<file path="src/rtl/spi_arbiter.sv">
// Round-robin sequencer that shares one spi master between N requesters.
// Latches the winner's frame/chip-select, runs the send_enable/ready handshake and returns rx data.
module spi_arbiter #(
    parameter int N       = 2,
    parameter int SIZE    = 40,
    parameter int CS_SIZE = 2,
    parameter int GAP     = 2,
    parameter int TIMEOUT = 255,
    localparam int CSW    = (CS_SIZE > 2) ? $clog2(CS_SIZE) : 1
) (
    input  logic                internal_clk,
    input  logic                reset_n_in,
    input  logic [N-1:0]        req_in,
    input  logic [N*SIZE-1:0]   req_data_in,
    input  logic [N*CSW-1:0]    req_cs_in,
    output logic [N-1:0]        grant_out,
    output logic [N-1:0]        done_out,
    output logic [N-1:0]        err_out,
    output logic [SIZE-1:0]     rx_data_out,
    output logic                busy_out,
    output logic [SIZE-1:0]     spi_data_out,
    output logic [CSW-1:0]      spi_cs_select_out,
    output logic                spi_send_enable_out,
    input  logic                spi_ready_in,
    input  logic [SIZE-1:0]     spi_data_in,
    output logic [2:0]          state_dbg_out
);

    localparam int IDXW = $clog2(N);
    localparam logic [7:0] TO_LIM  = 8'(TIMEOUT);
    localparam logic [7:0] GAP_LIM = 8'(GAP);

    // Handshake: send_enable is held high from START entry until the spi
    // raises ready again (XFER exit) or the wait counter expires.
    typedef enum logic [2:0] {
        S_IDLE  = 3'd0,
        S_ARB   = 3'd1,
        S_START = 3'd2,
        S_XFER  = 3'd3,
        S_DONE  = 3'd4,
        S_GAP   = 3'd5
    } state_t;

    state_t          state_q, state_d;
    logic [N-1:0]    grant_q, grant_d;
    logic [N-1:0]    done_q, done_d;
    logic [N-1:0]    err_q, err_d;
    logic [SIZE-1:0] rx_q, rx_d;
    logic            busy_q, busy_d;
    logic [SIZE-1:0] data_q, data_d;
    logic [CSW-1:0]  cs_q, cs_d;
    logic            send_q, send_d;
    logic [IDXW-1:0] ptr_q, ptr_d;
    logic [IDXW-1:0] owner_q, owner_d;
    logic [7:0]      cnt_q, cnt_d;

    logic            found;
    logic [IDXW-1:0] win;
    logic [IDXW-1:0] win_next;

    // Rotating priority scan starting at the pointer.
    always_comb begin
        found = 1'b0;
        win   = '0;
        for (int k = 0; k < N; k++) begin
            int idx;
            idx = int'(ptr_q) + k;
            if (idx >= N) idx = idx - N;
            if (!found && req_in[idx]) begin
                found = 1'b1;
                win   = IDXW'(idx);
            end
        end
        win_next = (int'(win) == N - 1) ? '0 : win + 1'b1;
    end

    always_comb begin
        state_d = state_q;
        grant_d = grant_q;
        done_d  = '0;
        err_d   = '0;
        rx_d    = rx_q;
        data_d  = data_q;
        cs_d    = cs_q;
        send_d  = send_q;
        ptr_d   = ptr_q;
        owner_d = owner_q;
        cnt_d   = cnt_q;

        case (state_q)
            S_IDLE: begin
                if (|req_in) state_d = S_ARB;
            end
            S_ARB: begin
                if (found) begin
                    grant_d      = '0;
                    grant_d[win] = 1'b1;
                    data_d       = req_data_in[int'(win)*SIZE +: SIZE];
                    cs_d         = req_cs_in[int'(win)*CSW +: CSW];
                    owner_d      = win;
                    ptr_d        = win_next;
                    send_d       = 1'b1;
                    cnt_d        = '0;
                    state_d      = S_START;
                end else begin
                    state_d = S_IDLE;
                end
            end
            S_START, S_XFER: begin
                if (state_q == S_START && !spi_ready_in) begin
                    cnt_d   = '0;
                    state_d = S_XFER;
                end else if (state_q == S_XFER && spi_ready_in) begin
                    rx_d            = spi_data_in;
                    done_d[owner_q] = 1'b1;
                    send_d          = 1'b0;
                    grant_d         = '0;
                    state_d         = S_DONE;
                end else if (cnt_q + 8'd1 == TO_LIM) begin
                    // Stalled spi: abort, keep the previous rx frame.
                    err_d[owner_q] = 1'b1;
                    send_d         = 1'b0;
                    grant_d        = '0;
                    cnt_d          = '0;
                    state_d        = S_GAP;
                end else begin
                    cnt_d = cnt_q + 8'd1;
                end
            end
            S_DONE: begin
                cnt_d   = '0;
                state_d = S_GAP;
            end
            S_GAP: begin
                if (cnt_q + 8'd1 >= GAP_LIM) begin
                    cnt_d   = '0;
                    state_d = S_IDLE;
                end else begin
                    cnt_d = cnt_q + 8'd1;
                end
            end
            default: begin
                send_d  = 1'b0;
                grant_d = '0;
                state_d = S_IDLE;
            end
        endcase

        busy_d = (state_d != S_IDLE);
    end

    always_ff @(posedge internal_clk or negedge reset_n_in) begin
        if (!reset_n_in) begin
            state_q <= S_IDLE;
            grant_q <= '0;
            done_q  <= '0;
            err_q   <= '0;
            rx_q    <= '0;
            busy_q  <= 1'b0;
            data_q  <= '0;
            cs_q    <= '0;
            send_q  <= 1'b0;
            ptr_q   <= '0;
            owner_q <= '0;
            cnt_q   <= '0;
        end else begin
            state_q <= state_d;
            grant_q <= grant_d;
            done_q  <= done_d;
            err_q   <= err_d;
            rx_q    <= rx_d;
            busy_q  <= busy_d;
            data_q  <= data_d;
            cs_q    <= cs_d;
            send_q  <= send_d;
            ptr_q   <= ptr_d;
            owner_q <= owner_d;
            cnt_q   <= cnt_d;
        end
    end

    assign grant_out           = grant_q;
    assign done_out            = done_q;
    assign err_out             = err_q;
    assign rx_data_out         = rx_q;
    assign busy_out            = busy_q;
    assign spi_data_out        = data_q;
    assign spi_cs_select_out   = cs_q;
    assign spi_send_enable_out = send_q;
    assign state_dbg_out       = state_q;

endmodule

</file>
<file path="config.mk">
export PLATFORM = sky130hd
export DESIGN_NAME = spi_arbiter
export DESIGN_NICKNAME = d
export VERILOG_FILES = /design/src/rtl/spi_arbiter.sv
export SDC_FILE = /design/constraint.sdc
export NUM_CORES = 1
export LEC_CHECK = 0
export CAP_MARGIN = 20
export CORE_AREA = 8 8 144 119
export DETAILED_ROUTE_END_ITERATION = 16
export DIE_AREA = 0 0 152 127
export PLACE_DENSITY = 0.71
export SKIP_LAST_GASP = 1
export SLEW_MARGIN = 20
export SYNTH_ARGS = -nofsm -noshare
export SYNTH_HDL_FRONTEND = slang
export SYNTH_SLANG_ARGS = --single-unit
</file>
<file path="constraint.sdc">
create_clock -name internal_clk -period 4.72 [get_ports internal_clk]
set_clock_uncertainty 0.1 [all_clocks]
set_input_delay 0.708 -clock internal_clk [delete_from_list [all_inputs] [get_ports internal_clk]]
set_output_delay 0.708 -clock internal_clk [all_outputs]
set_load 0.05 [all_outputs]
</file>
# Word-level counts from Yosys, hierarchy flattened
# Index checks and enable logic that the tools add are counted.
# W data, S select, Z words.
op_classes:
  n_addsub: 5
  mul: 1
  n_div: 0
  n_lt_le_gt_ge: 9
  eq_ne: 10
  n_shift: 2
  n_mux: 47
  bitwise: 2
  n_reduce_logical: 17
ops:
  columns: ["cell", "count"]
  rows:
  - ["$shiftx A80 B8 Y40", 1]
  - ["$lt A32 B3 Y1 const B", 2]
  - ["$mux W32", 2]
  - ["$mux W8", 5]
  - ["$pmux W8 S4", 1]
  - ["$mux W2", 12]
  - ["$mux W1", 17]
  - ["$mux W3", 5]
  - ["$pmux W3 S5", 1]
  - ["$add A8 B1 Y8 const B", 1]
  - ["$eq A8 B8 Y1 const B", 1]
  - ["$ge A8 B2 Y1 const B", 1]
  - ["$eq A3 B2 Y1 const B", 2]
  - ["$eq A3 B3 Y1 const B", 2]
  - ["$ne A3 B3 Y1 const B", 2]
  - ["$pmux W2 S3", 1]
  - ["$reduce_and A3 Y1", 2]
  - ["$logic_and A1 B1 Y1", 5]
  - ["$lt A1 B2 Y1 const B", 2]
  - ["$mul A1 B3 Y4 const B", 1]
  - ["$ne A2 B2 Y1 const B", 2]
  - ["$reduce_and A4 Y1", 1]
  - ["$reduce_bool A4 Y1", 1]
  - ["$reduce_or A2 Y1", 2]
  - ["17 further kinds", 21]
word_totals:
  regBits: 102
  latchBits: 0
  ramBits: 0
  rom_bits: 0
  input_bits: 127
  output_inout_bits: 92
  word_cells: 105
  n_memories: 0

# Depth between registers and ports, before layout
depth:
  word_depth: 15
  depth_mapped: 8
  depth_no_buf: 8

# Worst setup path before layout
# OpenSTA, ideal clock, no wires.
synth_timing:
  path_kind: "reg-to-reg"
  startpoint: "register cnt_q[0]"
  endpoint: "register grant_q[0] (netlist: grant_out[0])"
  setup_time_ns: 0.120
  arrival_time_ns: 2.149
  t_required_ns: 4.500
  setup_slack_ns: 2.351
  stages_incl_launch_ff: 9
  path_buffers: 1
  synth_period_minus_slack_ns: 2.369
  cell_sequence: "dfrtp_1 > ha_1 > buf_2 > nand2_1 > or3_4 > a221oi_4 > o2111ai_1 > and2_1 > a31o_2"
synth_between:
  elab_chain_cells: 4
synth_rtl:
  columns: ["item", "line_no", "rtl"]
  rows:
  - ["start, declared", "55", "logic [7:0] cnt_q, cnt_d;"]
  - ["start signal, assigned", "178", "cnt_q <= cnt_d;"]
  - ["$add A8 B1 Y8", "119", "end else if (cnt_q + 8'd1 == TO_LIM) begin"]
  - ["$eq A8 B8 Y1", "119", null]
  - ["$ne A3 B3 Y1 (no line)", null, null]
  - ["$reduce_and A4 Y1 (no line)", null, null]
  - ["end signal, assigned", "168", "grant_q <= grant_d;"]
  - ["end, declared", "45", "logic [N-1:0] grant_q, grant_d;"]
# No other way between the ends.
# A chain may end at the register's enable or synchronous reset.

# Final worst setup path
layout_timing:
  startpoint: "input port req_in[1]"
  endpoint: "register data_q[8] (netlist: spi_data_out[8])"
layout_between:
  elab_chain_cells: 9
  word_cells_on_any_way: 15
  classes_between: "mul (1); shift (1); mux (10); reduce/logical (3)"
layout_rtl:
  columns: ["item", "line_no", "rtl"]
  rows:
  - ["start, declared", "13", "input logic [N-1:0] req_in,"]
  - ["$mux W1 (not written as such) (3 in series)", "69", "if (!found && req_in[idx]) begin"]
  - ["$mux W1", "69", null]
  - ["$logic_not A1 Y1", "69", null]
  - ["$logic_and A1 B1 Y1", "69", null]
  - ["$mux W1", "69", null]
  - ["$mul A1 B3 Y4", "98", "data_d = req_data_in[int'(win)*SIZE +: SIZE];"]
  - ["$shiftx A80 B8 Y40", "98", null]
  - ["end signal, assigned", "173", "data_q <= data_d;"]
  - ["end, declared", "50", "logic [SIZE-1:0] data_q, data_d;"]
# Parallel ways exist; a longest one is shown, timed or not. The select of a mux whose other input is x is not followed.

==> impl.org <==
** GRT
- Residual overflow from global routing :: 0
- Maximum number of pins on one net before global-route repair :: 60
- The number of global-route vias before repair was 4080.
- The initial antenna violation count came to 0.
- Global-route wire length before repair :: between 20000 and 25000 um
- Global router's overall resource usage :: between 10 and 15%

** Synthesis
- Counting flops with an async set or reset pin after synthesis yields a share of between 90% and 100%.
- Post-synth design cell area :: 0.00435 mm2
- Top cell type's share of synthesized area :: 58.7%
- The synthesized design contains 0 enable-type register cells.
- Dividing the synthesized area by the synthesized cell count gives 12.2 um2.
- After synthesis, the cell types taking the most area are sky130_fd_sc_hd__dfrtp_1 59%, sky130_fd_sc_hd__mux2_2 10%, sky130_fd_sc_hd__a222oi_1 9.4%, sky130_fd_sc_hd__inv_1 4.4%, sky130_fd_sc_hd__clkbuf_1 2.0%.
- Primary FF master, synth :: sky130_fd_sc_hd__dfrtp_1
- By count the netlist is led by 102 x sky130_fd_sc_hd__dfrtp_1, 51 x sky130_fd_sc_hd__inv_1, 41 x sky130_fd_sc_hd__a222oi_1, 40 x sky130_fd_sc_hd__mux2_2, 23 x sky130_fd_sc_hd__clkbuf_1.
- Synthesis inferred 102 register bits.
- Number of distinct standard cells referenced by the synthesized netlist :: 44
- In the post-synthesis netlist, the cell with the most instances is sky130_fd_sc_hd__dfrtp_1.
- Synthesis produced a netlist whose cell count is approximately 360.
- Sequential-to-total area share from yosys stat :: 58.7%
- Post-synth top area cell :: sky130_fd_sc_hd__dfrtp_1
- The number of nets in the synthesized netlist is approximately 490.
- For this run, the number of Yosys warnings is 0.

** Drt
- The final layout contains routed wiring with a total length of roughly 14000 um.
- Post-detailed-route via-to-cell ratio :: 5.02
- For this block, the initial DRC count from the detailed router was ~330.
- Number of routed nets with antenna violations :: 0
- The pre-antenna-repair detailed-routing pass consisted of 5 iterations.
- Total number of vias :: 3792
- Wirelength per Cell :: 19.0 um
- After detailed routing, the number of remaining DRC violations is 0.

** Power and ir drop
- Internal power :: 2890 uW
- Relative contribution of the clock network to total power :: around 15%
- Dividing total power by cell area gives a power density of roughly 780 mW/mm2.
- For this design the total switching power over the nets is around 2600 uW.
- Logic gate share of total power :: roughly 58%
- Sw Ratio :: a little under half
- Sequential group share of total power :: between 20% and 30%
- Total leakage power :: ~0.0031 uW
- Worst-case vdd ir drop :: 0.459 mV
- Total power after layout :: 5460 uW

** Die
- The core region is about 0.015 mm2.
- Die ar. :: 0.0193 mm2
- Count of boundary I/O pins :: 219
- Once the floorplan was initialized, standard cells occupied 29.4% of the core.
- The floorplan step set the die width to between 150 and 200 um.
- Measured along the y axis, the die boundary spans approximately 130 um.
- The floorplan has 40 rows.

** Place
- After detailed placement, the design holds a cell count of 740.
- In this run the tool buffered the top-level ports with approximately 220 buffer cells.
- Placement-stage cell area :: roughly 0.0067 mm2
- Dpl ws :: 1.23 ns
- After legalization and detailed placement, the total HPWL measured ~10000 um.
- Routability-driven placement finished with a final weighted congestion of between 0.8 and 0.9.

** Timing
- Minimum setup slack in the final design :: 1.57 ns
- For the final routed database, the setup TNS stands at 0 ns.
- Headroom to the max-slew limit came out at between 30% and 40%.
- Tightest Pin Transition :: about 1.0 ns
- The routed design could run at a clock period as short as around 3.2 ns.
- The number of pins exceeding their max-slew limit in the final report came to 0.
- Setup violations remaining at the end of the flow were counted as 0.
- Setup repair after global routing left no endpoint under its margin.
- Number of failing hold endpoints at the final stage :: 0
- Final cycle utilization of the critical path :: approximately two thirds
- For this run, the top clock speed supported by timing is 0.317 GHz.

** Clock network
- Clock tree from TritonCTS :: built
- Once the clock tree was built, the resizer swapped 0 gates to a different size.
- Clock tree synthesis found a total of ~100 sinks.
- After clock tree synthesis, the flow added hold-fix buffers numbering 0.
- Clock H-tree levels :: 3
- Clock-pin slew was measured on the worst setup and hold paths at 0.06 ns.
- After clock tree synthesis, the setup repair step added 0 buffers.
- Largest buffer count on any clock path :: 2
- Worst-Skew Late Latency :: 0.34 ns
- CTS Buf Count :: 9
- Cell chosen for the clock root :: sky130_fd_sc_hd__clkbuf_16

** Critical path
- The worst setup path is captured at a flip-flop.
- At the worst endpoint, the arrival time is 3.32 ns.
- Of all nets on the critical path, the largest fanout is 48.
- Origin of the worst setup path :: req_in[1]
- Worst R2R Path Depth :: 6
- The startpoint identified for the worst register-to-register timing path is state_dbg_out[0]$_DFF_PN0_.
- Critical path startpoint category :: input pin
- The setup path with the least slack is of type in2reg.
- At the worst endpoint, the required time is 4.89 ns.

** Run
- Across the run, the number of max-cap violations was 0.

** Finish
- 0 antenna diodes ended up in the layout.
- Post-Layout Inst Area :: about 0.0070 mm2
- After the last flow step, the layout net total stands at slightly below 700.
- Compared with the post-synthesis result, the final layout area differs by 61.7%.
- The count of cells in the finished layout, fillers not included, comes to 756.
- Fraction of final layout cells with drive strength greater than 1 :: about an eighth

** Worst hold path
- The min-delay analysis places its worst path in the category in2async.

** Outcome
- Run status :: complete, no violations
==> critical path: stages <==
cell                              delay (ns)
sky130_fd_sc_hd__clkdlybuf4s50_1        0.56
sky130_fd_sc_hd__o21ai_0                0.12
sky130_fd_sc_hd__or3_2                  0.89
sky130_fd_sc_hd__a21oi_4                0.25
sky130_fd_sc_hd__buf_4                  0.48
sky130_fd_sc_hd__a222oi_1               0.18
sky130_fd_sc_hd__inv_1                  0.11
==> through the flow <==
step | utilization (%) | hold WS, ns
floorplan | - | 0.312
global placement | 45.4 | 0.363
detailed placement | 45.4 | 0.367
CTS | 47.6 | 0.363
global route | 47.6 | 0.392
finish | 47.6 | 0.337
==> power by group through the flow <==
stage,Clock (uW),Sequential [uW],Combinational (uW)
3_5_place_dp,0,1530,3170
3_3_place_gp,0,1500,3120
2_1_floorplan,0,2790,762
6_report,802,1520,3140
5_1_grt,869,1570,3300
4_1_cts,831,1520,3180
==> layout make-up <==
type / instances / area [um2]
clock inverters: 6 / 83.8
multi-input cells: 177 / 1520
clock buffers: 10 / 239
repair buffers: 221 / 2200
inverters: 51 / 191
flip-flops and latches: 102 / 2550
fillers: 1330 / 7740
well taps: 189 / 236
==> per-layer routing <==
metal	share of wire [%]	global-route usage, %	vias to the layer above
met1	40	15.9	1866
met3	11	7.41	15
met5	0	0	-
met4	1.5	4.40	0
li1	-	-	1722
met2	48	24.3	189
==> cells in the final DEF, fill, tap and decap left out, types with 2 or more instances in the layout <==
cell type and n:
sky130_fd_sc_hd__clkdlybuf4s50_1 217, sky130_fd_sc_hd__dfrtp_1 102, sky130_fd_sc_hd__inv_1 51, sky130_fd_sc_hd__a222oi_1 41, sky130_fd_sc_hd__mux2_2 40, sky130_fd_sc_hd__nand2_1 13
sky130_fd_sc_hd__o21ai_0 9, sky130_fd_sc_hd__clkbuf_16 9, sky130_fd_sc_hd__nor2_1 6, sky130_fd_sc_hd__nor3_1 5, sky130_fd_sc_hd__xnor2_1 4, sky130_fd_sc_hd__a21oi_1 4
sky130_fd_sc_hd__nor4_1 4, sky130_fd_sc_hd__o22ai_1 4, sky130_fd_sc_hd__buf_4 4, sky130_fd_sc_hd__nand2b_1 3, sky130_fd_sc_hd__nand3_1 3, sky130_fd_sc_hd__a21o_1 3
sky130_fd_sc_hd__a211oi_1 3, sky130_fd_sc_hd__ha_1 3, sky130_fd_sc_hd__clkinv_2 3, sky130_fd_sc_hd__o2111ai_1 2, sky130_fd_sc_hd__xor2_1 2, sky130_fd_sc_hd__a31o_2 2
sky130_fd_sc_hd__nand4_1 2, sky130_fd_sc_hd__a31oi_1 2, sky130_fd_sc_hd__bufinv_16 2
==> sequential cells by signal, summed over array words and instances, names as in the netlist <==
signal and flops:
cnt_q 8, spi_cs_select_out 1, owner_q 1, spi_send_enable_out 1, grant_out 2, busy_out 1
err_out 2, state_dbg_out 3, ptr_q 1, rx_data_out 40, spi_data_out 40, done_out 2
==> path summary, 6_finish.rpt <==
check / end / slack, ns
min in group internal_clk: done_out[0]$_DFF_PN0_ / 0.40
setup / recovery: spi_data_out[8]$_DFFE_PN0P_ / 1.57
max in group asynchronous: spi_data_out[17]$_DFFE_PN0P_ / 3.08
setup reg to reg: spi_data_out[8]$_DFFE_PN0P_ / 1.83
hold / removal: rx_data_out[17]$_DFFE_PN0P_ / 0.34
hold reg to reg: done_out[0]$_DFF_PN0_ / 0.40
==> kinds of logic after synthesis <==
logic type / share of synthesized area [%]
muxes: 10.4
xor gates and xnor gates: 1.21
adders and majority gates: 0.864
DFF: 58.7
AOI/OAI and AO/OA: 16.1
and+or+nand+nor: 5.84
buffers and inverters: 6.85
No activity file was read; power rests on OpenSTA's default activity.
